<file path="src/rtl/fetch_unit.sv">
// ---------------------------------------------------------------------------
// fetch_unit
//
// Instruction fetch stage. It issues one read request at a time to the
// instruction memory and waits for the acknowledge. It then holds the
// returned word for the decoder until the word is consumed. When the word is
// consumed, the unit steps the program counter to the sequential, branch or
// jump target.
//
// Parameters
//   RESET_PC      address of the first instruction fetched after reset
//
// Ports
//   clk           clock, all state changes on its rising edge
//   reset         asynchronous, active-high reset
//   imem_req      instruction-memory read request (high in FETCH)
//   imem_addr     word-aligned read address, always equal to pc
//   imem_ack      memory has imem_rdata valid this cycle
//   imem_rdata    instruction word from memory
//   instruction   registered instruction presented to the decoder
//   instr_valid   instruction holds a fetched, unconsumed word
//   instr_taken   downstream stage consumes instruction at this edge
//   is_jump       decoded instruction is an absolute jump
//   is_branch     decoded instruction is a conditional branch
//   branch_taken  branch condition evaluated true
//   imm16         branch offset in words
//   addr26        jump target field
//   pc            address of the current instruction
//   pc_plus4      pc + 4 (wraps modulo 2^32), used for link writes
// ---------------------------------------------------------------------------
module fetch_unit #(
  parameter logic [31:0] RESET_PC = 32'h0000_0000
) (
  input  logic        clk,
  input  logic        reset,
  output logic        imem_req,
  output logic [31:0] imem_addr,
  input  logic        imem_ack,
  input  logic [31:0] imem_rdata,
  output logic [31:0] instruction,
  output logic        instr_valid,
  input  logic        instr_taken,
  input  logic        is_jump,
  input  logic        is_branch,
  input  logic        branch_taken,
  input  logic [15:0] imm16,
  input  logic [25:0] addr26,
  output logic [31:0] pc,
  output logic [31:0] pc_plus4
);

  typedef enum logic [1:0] {
    IDLE,
    FETCH,
    HOLD
  } state_t;

  state_t      state;
  logic [31:0] branch_offset;
  logic [31:0] branch_target;
  logic [31:0] jump_target;
  logic [31:0] next_pc;

  // All pc arithmetic is plain 32-bit, so a carry out of bit 31 is simply lost.
  assign pc_plus4      = pc + 32'd4;
  assign branch_offset = {{14{imm16[15]}}, imm16, 2'b00};
  assign branch_target = pc_plus4 + branch_offset;
  assign jump_target   = {pc_plus4[31:28], addr26, 2'b00};
  assign imem_addr     = pc;

  // A jump wins over a branch when the decoder flags both.
  always_comb begin
    next_pc = pc_plus4;
    if (is_jump) begin
      next_pc = jump_target;
    end else if (is_branch && branch_taken) begin
      next_pc = branch_target;
    end
  end

  // Fetch FSM. imem_req is registered and tracks entry into FETCH, so the
  // async reset drops it immediately. An ack that arrives while reset is
  // high is therefore lost. pc is masked on every update so that it always
  // stays word aligned.
  always_ff @(posedge clk or posedge reset) begin
    if (reset) begin
      state       <= IDLE;
      pc          <= RESET_PC & 32'hFFFF_FFFC;
      instruction <= 32'h0;
      instr_valid <= 1'b0;
      imem_req    <= 1'b0;
    end else begin
      case (state)
        IDLE: begin
          state    <= FETCH;
          imem_req <= 1'b1;
        end
        FETCH: begin
          if (imem_ack) begin
            instruction <= imem_rdata;
            instr_valid <= 1'b1;
            imem_req    <= 1'b0;
            state       <= HOLD;
          end
        end
        HOLD: begin
          if (instr_taken && instr_valid) begin
            pc          <= next_pc & 32'hFFFF_FFFC;
            instr_valid <= 1'b0;
            imem_req    <= 1'b1;
            state       <= FETCH;
          end
        end
        default: begin
          state       <= IDLE;
          instr_valid <= 1'b0;
          imem_req    <= 1'b0;
        end
      endcase
    end
  end

endmodule

</file>
<file path="config.mk">
export PLATFORM = sky130hd
export DESIGN_NAME = fetch_unit
export DESIGN_NICKNAME = d
export VERILOG_FILES = /design/src/rtl/fetch_unit.sv
export SDC_FILE = /design/constraint.sdc
export NUM_CORES = 1
export LEC_CHECK = 0
export BUFFER_PORTS_ARGS = -buffer_cell sky130_fd_sc_hd__buf_2
export CAP_MARGIN = 10
export CELL_PAD_IN_SITES_DETAIL_PLACEMENT = 1
export CELL_PAD_IN_SITES_GLOBAL_PLACEMENT = 1
export CORE_UTILIZATION = 36
export DETAILED_ROUTE_END_ITERATION = 7
export HOLD_SLACK_MARGIN = 0.12
export PLACE_DENSITY = 0.93
export SLEW_MARGIN = 40
export SYNTH_ARGS = -nofsm -noshare
export SYNTH_HDL_FRONTEND = slang
export SYNTH_SLANG_ARGS = --single-unit
</file>
<file path="constraint.sdc">
create_clock -name clk -period 4.2 [get_ports clk]
set_input_delay 0.21 -clock clk [delete_from_list [all_inputs] [get_ports clk]]
set_output_delay 0.21 -clock clk [all_outputs]
set_load 0.005 [all_outputs]
</file>
[Word-level counts from Yosys, hierarchy flattened]
Cells that the tools add are included.
Storage, ports and cells
  output and inout bits: 130
  register bits after elaboration: 66
  word-level logic and storage cells: 30
  bits of input ports: 81
Cells by class
  bitwise operators: 1
  add/subtract/negate cells: 2
  mux-type cells: 11
  reductions and logical operators: 7
  equal/unequal tests: 4
Operators with widths (number)
  32-bit 2-to-1 mux: 2
  32-bit by 3-bit adder with 32-bit output, second input constant: 1
  32-bit adder: 1
  1-bit one-hot mux with 3 select lines: 2
  2-bit one-hot mux with 3 select lines: 1
  2-bit AND reduction: 3
  1-bit 2-to-1 mux: 4
  2-bit 2-to-1 mux: 2
  2-bit inequality test, second input constant: 2
  3-bit AND reduction: 1
  2-bit by 1-bit == test with 1-bit output, second input constant: 1
  2-bit == test, second input constant: 1
  1-bit logical AND: 2
  2-bit logical NOT: 1
  1-bit NOT: 1

[Depth between registers and ports, before layout]
Gate-level depths: netlist of the first run.
  depth after elaboration: 4
  gate-level depth with buffers: 17
  mapped depth without buffers: 16

[Worst setup path before layout of the first run]
No wires, ideal clock.
  kind: register -> register
  start point: register pc[8], in the netlist imem_addr[8]
  end point: register pc[31], in the netlist imem_addr[31]
  setup time: 0.080 ns
  data required time: 4.120 ns
  stages on the path, launching flop included: 17
  slack: 0.576 ns
  arrival time: 3.544 ns
  buffers on the path: 1
  period minus slack after synthesis: 3.624 ns
  cells stage by stage: dfrtp_1 and4_1 nand3_1 nor3_1 and2_1 nand2_1 xnor2_1 ha_1 clkbuf_1 a21oi_1 o21ai_0 or3b_1 o21ai_1 mux2_2 o211ai_1 mux2i_1 xnor2_1
Between the ends
  longest elaborated chain between the ends: 4
RTL lines
  from (decl): RTL line 48  | output logic [31:0] pc,
  from (signal assigned): RTL line 88  | pc <= RESET_PC & 32'hFFFF_FFFC;
  from (signal assigned): RTL line 108  | pc <= next_pc & 32'hFFFF_FFFC;
  32-bit by 3-bit adder with 32-bit output: RTL line 65  | assign pc_plus4 = pc + 32'd4;
  via pc_plus4[22]: RTL line 49  | output logic [31:0] pc_plus4
  32-bit adder: RTL line 67  | assign branch_target = pc_plus4 + branch_offset;
  32-bit 2-to-1 mux: RTL line 76  | end else if (is_branch && branch_taken) begin
  32-bit 2-to-1 mux: RTL line 74  | if (is_jump) begin
The timed path passes the listed nets, and every way through them passes these cells.
A chain may end at the register's enable or synchronous reset.

[Worst setup path in the final report of the first run]
  start point: register pc[6], in the netlist imem_addr[6]
  end point: register pc[31], in the netlist imem_addr[31]
Between the ends
  longest elaborated chain between the ends: 4
RTL lines (RTL line)
  32-bit by 3-bit adder with 32-bit output *: 65
  32-bit adder: 67
  32-bit 2-to-1 mux: 76
  32-bit 2-to-1 mux *: 74
Mark *: on every way between the ends. The rest lies on a longest branch, timed or not.

==> results of run 1 <==
-- timing repair --
action	in CTS	in global routing
hold buffers	28	2
gates resized for setup	0	16
setup endpoints to repair	0	3
endpoints found under the hold margin	57	2
-- kinds of logic (layout without fill, tap and decap cells) --
group	count (synthesis)	in the layout	synth area share, %
DFF	65	65	29.8
buffers and inverters	75	274	7.75
other	1	6	0.0687
adders and majority gates	37	37	8.62
AOI/OAI and AO/OA	175	175	19.9
and+or+nand+nor	191	191	17.1
muxes	42	42	8.55
xor gates and xnor gates	51	51	8.19
-- per-layer routing --
metal | share of wire, % | routed length (um)
met5 | 0 | 0
met4 | 3.9 | 823
met3 | 5.4 | 1130
met2 | 50 | 10600
met1 | 41 | 8550
-- layout by cell type, fill, tap and decap left out, types with 3 or more instances in the layout --
cell and instances:
buf_2 204, nand2_1 62, dfrtp_1 59, o21ai_0 54, a21oi_1 48, nor2_1 36
ha_1 35, mux2_2 33, xnor2_1 32, dlygate4sd3_1 30, nand3_1 25, xor2_1 16
a21o_1 15, buf_4 15, a211oi_1 13, and3_1 13, nand4_1 9, clkbuf_16 9
nor3_1 8, inv_1 8, mux2i_1 8, and4_1 7, and2_1 6, conb_1 6
dfrtp_2 6, nor2b_1 5, o22ai_1 5, o211ai_1 5, nand2b_1 5, a31oi_1 5
o21a_1 4, xnor2_2 3, clkinv_4 3
-- how the worst max path moves through the flow --
stage	start	to	slack (ns)	cells past startpoint
5_1_grt	imem_addr[6]	imem_addr[31]	0.01	14
6_report	imem_addr[6]	imem_addr[31]	0.22	14
3_3_place_gp	imem_addr[9]	imem_addr[31]	0.24	15
3_5_place_dp	imem_addr[4]	imem_addr[31]	0.12	14
2_1_floorplan	imem_addr[8]	imem_addr[31]	0.58	16
4_1_cts	imem_addr[4]	imem_addr[31]	0.1	14
-- per-stage QoR --
stage	hold WS [ns]	std cells	utilization [%]
6_report	0.121	1025	48.5
5_1_grt	0.127	1025	48.5
4_1_cts	0.120	1023	48.1
3_5_place_dp	0.362	979	44.1
3_3_place_gp	0.356	979	44.1
2_1_floorplan	0.309	642	-
-- where the power goes --
| part | switching, mW | internal [mW] | leakage [nW] |
|---|---|---|---|
| Sequential | 0.373 | 0.936 | 0.787 |
| Clock | 0.336 | 0.467 | 0.150 |
| Combinational | 1.66 | 1.40 | 2.59 |
-- synthesized netlist by cell type (7+ instances only) --
cell type / number / area share (%)
and4_1: 7 / 1.1
nor3_1: 9 / 0.83
a21oi_1: 50 / 4.6
nand2_1: 62 / 4.3
xor2_1: 16 / 2.6
xnor2_1: 35 / 5.6
buf_4: 36 / 5.0
nand3_1: 26 / 2.4
mux2i_1: 8 / 1.5
mux2_2: 33 / 6.8
ha_1: 36 / 8.3
a211oi_1: 13 / 1.8
dfrtp_1: 65 / 30
a21o_1: 15 / 2.1
inv_1: 9 / 0.62
clkbuf_1: 23 / 1.6
and3_1: 15 / 1.7
o21ai_0: 54 / 5.0
nand4_1: 9 / 1.0
nor2_1: 37 / 2.5
-- worst max-delay path: stages (launching register included) --
cell      delay [ns]
dfrtp_1         0.42
and4_1          0.27
and3_1          0.36
nand3_1         0.16
xnor2_1         0.34
ha_1            0.37
a21oi_1         0.23
nor2b_1         0.07
o22a_1          0.26
or3b_1          0.40
o21ai_1         0.18
mux2_2          0.36
o211ai_1        0.11
mux2i_1         0.25
xnor2_1         0.14
-- area by class of cell --
type / count / area [um^2] / share of cell area [%]
flip-flops and latches: 65 / 1630 / 23.0
inverters: 9 / 33.8 / 0.475
clock buffers: 9 / 225 / 3.17
well taps: 184 / 230 / 3.24
clock inverters: 7 / 78.8 / 1.11
repair buffers: 249 / 1430 / 20.2
multi-input cells: 502 / 3470 / 48.9
-- flip-flops by register name (all words and copies together) (netlist names) --
| register | flops |
|---|---|
| state | 2 |
| instr_valid | 1 |
| imem_addr | 30 |
| instruction | 32 |
==> results.yml, run 1 <==
floorplan:
  die_area_mm2: 0.0157
  rows: 44
  ios: 211
  die_h_um: 125
  core_area_mm2: 0.0146
  fp.dieW_um: 125
  start_util_pct: 37.3
setup_path:
  r2r-start: "imem_addr[6]"
  cp.required_ns: 4.47
  worstSetupPathType: "flip-flop to flip-flop"
  r2r_cells: 14
  start_kind: "flip-flop"
  r2r_end: "imem_addr[31]"
  rrSetupSlack_ns: 0.22
  critPathMaxFanout: 7
  cp-end-kind: "flip-flop"
  arrival_ns: 4.25
power_and_ir_drop:
  p_total_mw: 5.16
  p_leak_nw: 3.53
  power_density_mw_per_mm2: 726
  ir_drop_uv: 362
sta:
  slew_violations: 0
  fin_skew_ns: 0.0110
  rsz0062_at_grt: "false"
  tightestPinTransition_ns: 0.759
  finalSetupViolations: 0
  fin_ws_ns: 0.222
  period_share_pct: 94.7
  post-route-min-period_ns: 3.98
  slew_headroom_pct: 49.3
  hold_violations: 0
  setup_tns_ns: 0
  fmax_mhz: 251
clocking:
  clkLatencyLatePin_ns: 0.35
  tritoncts: "done"
  postCtsSetupBuffers: 0
  clock_tree.root_cell: "clkbuf_16"
  clk_path_buf_depth: 2
  clk_pin_slew_worst_paths_ns: 0.07
  h-tree-depth: 3
  cts.sinks: 65
  numCtsBuffers: 9
yosys:
  synth-main-ff-cell: "dfrtp_1"
  synth_edf_count: 0
  synthArstFlopShare_pct: 100
  ys_types: 59
  yosysWarnings: 0
  synth_area_per_cell_um2: 8.57
  yosys_register_bits: 65
  seq_area_frac_synth_pct: 29.8
  syn_area_mm2: 0.00546
  syn_inst: 637
global_route:
  use_met2_pct: 47.5
  antenna_found_initial: 0
  grt_pass1_vias: 6181
  use_met1_pct: 33.0
  grt_usage_pct: 27.5
  grt_overflow: 0
  grt_max_degree: 39
  busiest_layer: "met2"
  grt_pass1_wl_um: 33900
  grt.met3_usage_pct: 4.54
final_layout:
  num-nets-final: 954
  n_fill_cell: 1843
  area_growth_pct: 30.3
  final_area_mm2: 0.00711
  diodes: 0
  drive_gt1_share_pct: 34.8
placement:
  placed_area_mm2: 0.00645
  place_congestion: 0.855
  place_ws_ns: 0.121
  dpl.hpwl_um: 15100
  port_buffers: 204
route:
  num_vias: 5738
  drt_first_pass_iters: 6
  drc_errors: 14
  wirelength_um: 21100
  drtAntennaViolNets: 0
  routedWlPerCell_um: 20.6
  drt_iter0_drc: 321
  via_per_inst: 5.60
run:
  max_cap_violations: 0
hold_path:
  min-delay-start: "imem_rdata[0]"
  whs_endpoint: "instruction[0]"
  holdPathStages: 2
  hold_path_class: "input port to flip-flop"
status:
  violations: "design-rule violations"
  outcome: "finished with violations"
(Power assumes the default switching activity.)
==> run 2: changes to the inputs <==
--- a/config.mk
+++ b/config.mk
@@ -5,14 +5,16 @@
 export SDC_FILE = /design/constraint.sdc
 export NUM_CORES = 1
 export LEC_CHECK = 0
+export ABC_AREA = 1
 export BUFFER_PORTS_ARGS = -buffer_cell sky130_fd_sc_hd__buf_2
 export CAP_MARGIN = 10
 export CELL_PAD_IN_SITES_DETAIL_PLACEMENT = 1
 export CELL_PAD_IN_SITES_GLOBAL_PLACEMENT = 1
 export CORE_UTILIZATION = 36
+export CTS_BUF_LIST = sky130_fd_sc_hd__clkbuf_4 sky130_fd_sc_hd__clkbuf_8
 export DETAILED_ROUTE_END_ITERATION = 7
 export HOLD_SLACK_MARGIN = 0.12
-export PLACE_DENSITY = 0.93
+export PLACE_DENSITY = 0.94
 export SLEW_MARGIN = 40
 export SYNTH_ARGS = -nofsm -noshare
 export SYNTH_HDL_FRONTEND = slang
==> run 2 against run 1 <==
Against the previous run: the run still ends with design-rule violations left; sequential share of layout area is 3.6 points lower; core utilization fell by 2.5 points; first-iteration DRC count rose by 98%; via count is 42% higher; synthesized area is 24% higher; clock-buffer cell count is the same; flip-flop and latch count did not move; clock power down 21%; sequential power increased by 7%; global-route usage grew 5.0 points; maximum frequency shrank 0.29%; largest power group unchanged.
==> results.yml, run 2 <==
status:
  outcome: "finished with violations"
  violations: "design-rule violations"
floorplan:
  rows: 49
  core_area_mm2: 0.0182
  fp.dieW_um: 139
  die_h_um: 139
  ios: 211
  start_util_pct: 37.2
  die_area_mm2: 0.0194
yosys:
  synth.area.top_cells: "dfrtp_1 (24%), nand2_1 (21%), inv_1 (9.0%)"
  synth_common_cells: "nand2_1 (387), inv_1 (163), nor2_1 (98)"
  syn_area_mm2: 0.00677
  yosys_register_bits: 65
  synthArstFlopShare_pct: 100
  synth_area_per_cell_um2: 6.27
  synth-main-ff-cell: "dfrtp_1"
  seq_area_frac_synth_pct: 24.0
  synth_top_area_share_pct: 24.0
  yosysWarnings: 0
  synth_area_leader_cell: "dfrtp_1"
  synth_edf_count: 0
  syn_inst: 1080
  ys_types: 43
  synth_most_common_cell: "nand2_1"
placement:
  place_congestion: 0.932
  dpl.hpwl_um: 21800
  port_buffers: 204
power_and_ir_drop:
  power_density_mw_per_mm2: 702
  combPwrFrac_pct: 65.5
  p_leak_nw: 4.83
  ir_drop_uv: 423
  clkPwrFrac_pct: 10.8
  p_seq_share_pct: 23.7
  p_sw_share_pct: 55.1
  intPower_mw: 2.64
  p_total_mw: 5.88
  p_sw_mw: 3.24
route:
  drtAntennaViolNets: 0
  routedWlPerCell_um: 20.4
  num_vias: 8174
  via_per_inst: 5.37
  wirelength_um: 31000
  drc_errors: 11
  drt_iter0_drc: 637
  drt_first_pass_iters: 7
run:
  max_cap_violations: 0
sta:
  slew_violations: 0
  tightestPinTransition_ns: 0.765
  rsz0062_at_grt: "false"
  slew_headroom_pct: 48.9
  fmax_mhz: 251
  finalSetupViolations: 0
  setup_tns_ns: 0
  post-route-min-period_ns: 3.99
  period_share_pct: 95.0
  hold_violations: 0
  fin_skew_ns: 0.0228
final_layout:
  largest-register: "instruction"
  num-nets-final: 1407
  final_common_cell: "nand2_1"
  area_growth_pct: 23.7
  final_cell_mix: "nand2_1 (387), buf_2 (204), inv_1 (162), nor2_1 (98), nand3_1 (83)"
  diodes: 0
  drive_gt1_share_pct: 24.0
  largest_reg_flops: 32
setup_path:
  critPathMaxFanout: 6
  cp-end-kind: "flip-flop"
  r2r_cells: 19
  start_kind: "flip-flop"
  worstSetupPathType: "flip-flop to flip-flop"
  arrival_ns: 4.22
  cp.required_ns: 4.43
global_route:
  grt_usage_pct: 32.4
  grt_max_degree: 43
  antenna_found_initial: 0
  grt_pass1_wl_um: 48200
  grt_overflow: 0
  grt_pass1_vias: 8429
hold_path:
  holdPathStages: 3
  hold_path_class: "input port to flip-flop"
clocking:
  clk_pin_slew_worst_paths_ns: 0.10
  h-tree-depth: 3
  clock_tree.root_cell: "clkbuf_8"
  tritoncts: "done"
  numCtsBuffers: 9
  clkLatencyLatePin_ns: 0.39
  cts.sinks: 65
  clk_path_buf_depth: 2
  postCtsSetupBuffers: 0
==> run 2: through the flow <==
stage               cell area, um^2  utilization (%)  instances  hold slack [ns]  worst slack (ns)
floorplan                      6790                -       1085            0.319              1.42
global placement               7790             42.8       1469            0.310             0.622
detailed placement             7790             42.8       1469            0.329             0.542
CTS                            8370             45.9       1522            0.128             0.499
global route                   8380             46.0       1523            0.146            0.0922
finish                         8380             46.0       1523            0.125             0.210
==> run 2: power groups by stage <==
| stage | logic, mW | clock network, mW | registers [mW] |
|---|---|---|---|
| after global routing | 4.21 | 0.659 | 1.42 |
| after CTS | 3.68 | 0.600 | 1.33 |
| final | 3.85 | 0.633 | 1.40 |
| after global placement | 3.49 | 0 | 1.30 |
| after detailed placement | 3.62 | 0 | 1.33 |
| after floorplan | 2.37 | 0 | 1.25 |
==> run 2: worst paths after layout <==
| path | start | end | slack [ns] |
|---|---|---|---|
| max | imem_addr[3] | imem_addr[23] | 0.21 |
| max reg2reg | imem_addr[3] | imem_addr[23] | 0.21 |
| min | addr26[8] | imem_addr[10] | 0.13 |
| max in group asynchronous | reset | imem_addr[12] | 2.73 |
| min in group asynchronous | reset | imem_addr[13] | 0.45 |
| min reg2reg | state[1] | instr_valid | 0.51 |
==> run 2: layout make-up <==
| type | count | area (um^2) |
|---|---|---|
| multi-input cells | 793 | 4160 |
| well taps | 229 | 287 |
| fillers | 2477 | 9830 |
| flip-flops and latches | 65 | 1630 |
| inverters | 172 | 646 |
| clock inverters | 7 | 86.3 |
| clock buffers | 9 | 124 |
| repair buffers | 248 | 1450 |
==> run 2: worst max-delay path, stage by stage, from the launching register on <==
cell	delay [ns]
dfrtp_1	0.56
ha_1	0.33
nand3_4	0.19
nor3_4	0.30
inv_2	0.08
nor2_4	0.17
nand3_1	0.11
and2_1	0.25
ha_1	0.39
nand2_1	0.12
nor2_1	0.37
nand2_1	0.23
nor2_1	0.13
nand2_1	0.10
nand3_1	0.10
nand2_1	0.06
nand3_1	0.11
nand2_1	0.08
nand2_1	0.06
o21ai_0	0.09
==> run 2: cells by family (layout without fill, tap and decap cells) <==
family                   Yosys count  count (layout)  synth area share [%]
AO/OA/AOI/OAI                     67              67                  5.47
XOR/XNOR                          19              19                  2.79
adder cells (fa/ha/maj)           37              37                  6.95
buffers and inverters            227             436                  14.8
flip-flops                        65              65                  24.0
multiplexers                      32              32                  5.32
other                              1               6                0.0554
AND/OR/NAND/NOR                  632             632                  40.6
==> run 2: repair_timing <==
action / 4_1_cts / 5_1_grt
gates resized for setup: 0 / 0
hold buffers: 37 / 0
setup endpoints to repair: 0 / 0
hold endpoints to repair: 61 / 0
==> run 2: layer usage <==
layer,wire (um),track usage [%],up-vias
met3,2200,4.83,97
li1,-,-,3716
met4,1650,16.0,0
met1,12300,39.7,3944
met5,0,0,-
met2,14900,55.7,417
==> run 3: changes to the inputs <==
--- a/config.mk
+++ b/config.mk
@@ -10,11 +10,11 @@
 export CAP_MARGIN = 10
 export CELL_PAD_IN_SITES_DETAIL_PLACEMENT = 1
 export CELL_PAD_IN_SITES_GLOBAL_PLACEMENT = 1
-export CORE_UTILIZATION = 36
+export CORE_UTILIZATION = 39
 export CTS_BUF_LIST = sky130_fd_sc_hd__clkbuf_4 sky130_fd_sc_hd__clkbuf_8
 export DETAILED_ROUTE_END_ITERATION = 7
 export HOLD_SLACK_MARGIN = 0.12
-export PLACE_DENSITY = 0.94
+export PLACE_DENSITY_LB_ADDON = 0.1
 export SLEW_MARGIN = 40
 export SYNTH_ARGS = -nofsm -noshare
 export SYNTH_HDL_FRONTEND = slang
==> constraint.sdc (replaced) <==
create_clock -name clk -period 5.05 [get_ports clk]
set_input_delay 0.2525 -clock clk [delete_from_list [all_inputs] [get_ports clk]]
set_output_delay 0.2525 -clock clk [all_outputs]
set_load 0.005 [all_outputs]
==> run 3 against run 2 <==
Against the previous run: cell count decreased by 1.3%; clock skew decreased by 0.0050 ns; the flow now finishes without violations; critical path depth decreased by 3; setup slack improved by 1.2 ns; clock power decreased by 21%; sequential share of layout area increased by 0.27 points; flip-flop and latch count unchanged; critical endpoint is now imem_addr[13]; worst hold slack about the same.
==> results.yml, run 3 (same netlist as run 2, synthesis figures left out) <==
placement:
  place_ws_ns: 1.58
  dpl.hpwl_um: 20300
  port_buffers: 204
  place_congestion: 0.858
clocking:
  clock_tree.root_cell: "clkbuf_8"
  clk_pin_slew_worst_paths_ns: 0.10
  cts_resized: 0
  postCtsSetupBuffers: 0
  tritoncts: "done"
  numCtsBuffers: 9
  h-tree-depth: 3
  clkLatencyLatePin_ns: 0.37
  cts.sinks: 65
  clk_path_buf_depth: 2
route:
  wirelength_um: 26700
  drt_first_pass_iters: 5
  drtAntennaViolNets: 0
  drc_errors: 0
  num_vias: 7517
  routedWlPerCell_um: 17.7
  drt_iter0_drc: 364
  via_per_inst: 5.00
floorplan:
  core_area_mm2: 0.0168
  fp.dieW_um: 134
  die_h_um: 134
  start_util_pct: 40.4
  ios: 211
  die_area_mm2: 0.0179
  rows: 47
final_layout:
  num-nets-final: 1396
  largest-register: "instruction"
  final_common_cell: "nand2_1"
  area_growth_pct: 22.1
  diodes: 0
  drive_gt1_share_pct: 24.2
  n_fill_cell: 2371
  final_cell_mix: "nand2_1 (387), buf_2 (204), inv_1 (162), nor2_1 (98), nand3_1 (82)"
  largest_reg_flops: 32
setup_path:
  critPathMaxFanout: 6
  cp-end-kind: "flip-flop"
  r2r_cells: 16
  arrival_ns: 3.88
  rrSetupSlack_ns: 1.38
  start_kind: "flip-flop"
  cp-startpoint: "imem_addr[2]"
  r2r-start: "imem_addr[2]"
  r2r_end: "imem_addr[13]"
  setup.worst_path.end: "imem_addr[13]"
  worstSetupPathType: "flip-flop to flip-flop"
  cp.required_ns: 5.27
power_and_ir_drop:
  p_sw_share_pct: 53.1
  clkPwrFrac_pct: 10.7
  p_leak_nw: 4.78
  p_seq_share_pct: 24.0
  ir_drop_uv: 318
  power_density_mw_per_mm2: 563
  combPwrFrac_pct: 65.3
  p_sw_mw: 2.47
  intPower_mw: 2.18
sta:
  slew_violations: 0
  fmax_mhz: 273
  period_share_pct: 72.6
  post-route-min-period_ns: 3.67
  hold_violations: 0
  slew_headroom_pct: 49.8
  fin_ws_ns: 1.38
  rsz0062_at_grt: "false"
  fin_skew_ns: 0.0178
  setup_tns_ns: 0
  tightestPinTransition_ns: 0.753
  finalSetupViolations: 0
global_route:
  use_met2_pct: 53.3
  grt_pass1_wl_um: 41800
  grt_pass1_vias: 7662
  use_met1_pct: 38.9
  busiest_layer: "met2"
  antenna_found_initial: 0
  grt_usage_pct: 30.5
  grt_max_degree: 66
  grt_overflow: 0
  grt.met3_usage_pct: 5.02
status:
  outcome: "complete, no violations"
hold_path:
  hold_path_class: "input port to flip-flop"
run:
  max_cap_violations: 0
-- run 3: worst min path at each step --
stage / from / endpoint / cells past startpoint
2_1_floorplan: imem_ack / state[0] / 1
3_3_place_gp: state[1] / instr_valid / 1
3_5_place_dp: state[1] / instr_valid / 1
4_1_cts: imem_rdata[13] / instruction[13] / 2
5_1_grt: imem_rdata[12] / instruction[12] / 2
6_report: imem_rdata[25] / instruction[25] / 2
-- run 3: layout make-up --
cell class / count / area, um^2 / area share [%]
multi-input cells: 793 / 4170 / 50.4
flip-flops and latches: 65 / 1630 / 19.7
repair buffers: 237 / 1340 / 16.3
inverters: 172 / 646 / 7.81
well taps: 220 / 275 / 3.33
clock buffers: 9 / 124 / 1.50
clock inverters: 7 / 82.6 / 0.999
-- run 3: layer usage --
metal  up-vias  routed length, um  part of all wire (%)
met3        43               1500                   5.6
met4         0                611                   2.3
met2       259              13100                    49
li1       3691                  -                     -
met5         -                  0                     0
met1      3524              11500                    43
-- run 3: what timing repair did --
action	4_1_cts	5_1_grt
hold buffers	26	1
endpoints found under the hold margin	90	1
endpoints found under the setup margin	0	0
-- run 3: worst max-delay path, stage by stage, from the launching register on --
cell	delay, ns
dfrtp_1	0.50
ha_1	0.32
nand3_4	0.19
nor2_8	0.19
nand2_4	0.07
nor2_4	0.19
xor2_1	0.40
ha_1	0.36
nand2_1	0.13
inv_1	0.07
a21oi_1	0.20
nand3_1	0.19
or2_2	0.31
nand3_1	0.07
nand3_1	0.08
nand2_1	0.08
o21ai_0	0.15
-- run 3: power by group through the flow --
stage                     clock [mW]  combinational, mW  sequential (mW)
after global routing           0.524               3.39             1.15
after global placement             0               2.90             1.08
final                          0.497               3.04             1.12
after floorplan                    0               1.97             1.04
after detailed placement           0               2.97             1.10
after CTS                      0.495               3.01             1.09
-- run 3: per-stage QoR --
step           instances  area, um^2  power (mW)  hold WS, ns  utilization, %
4_1_cts             1502        8250        4.60        0.120            49.2
2_1_floorplan       1085        6790        3.01        0.361               -
6_report            1503        8260        4.65        0.125            49.3
3_3_place_gp        1459        7770        3.98        0.433            46.3
3_5_place_dp        1460        7780        4.07        0.440            46.4
5_1_grt             1503        8260        5.07        0.122            49.3
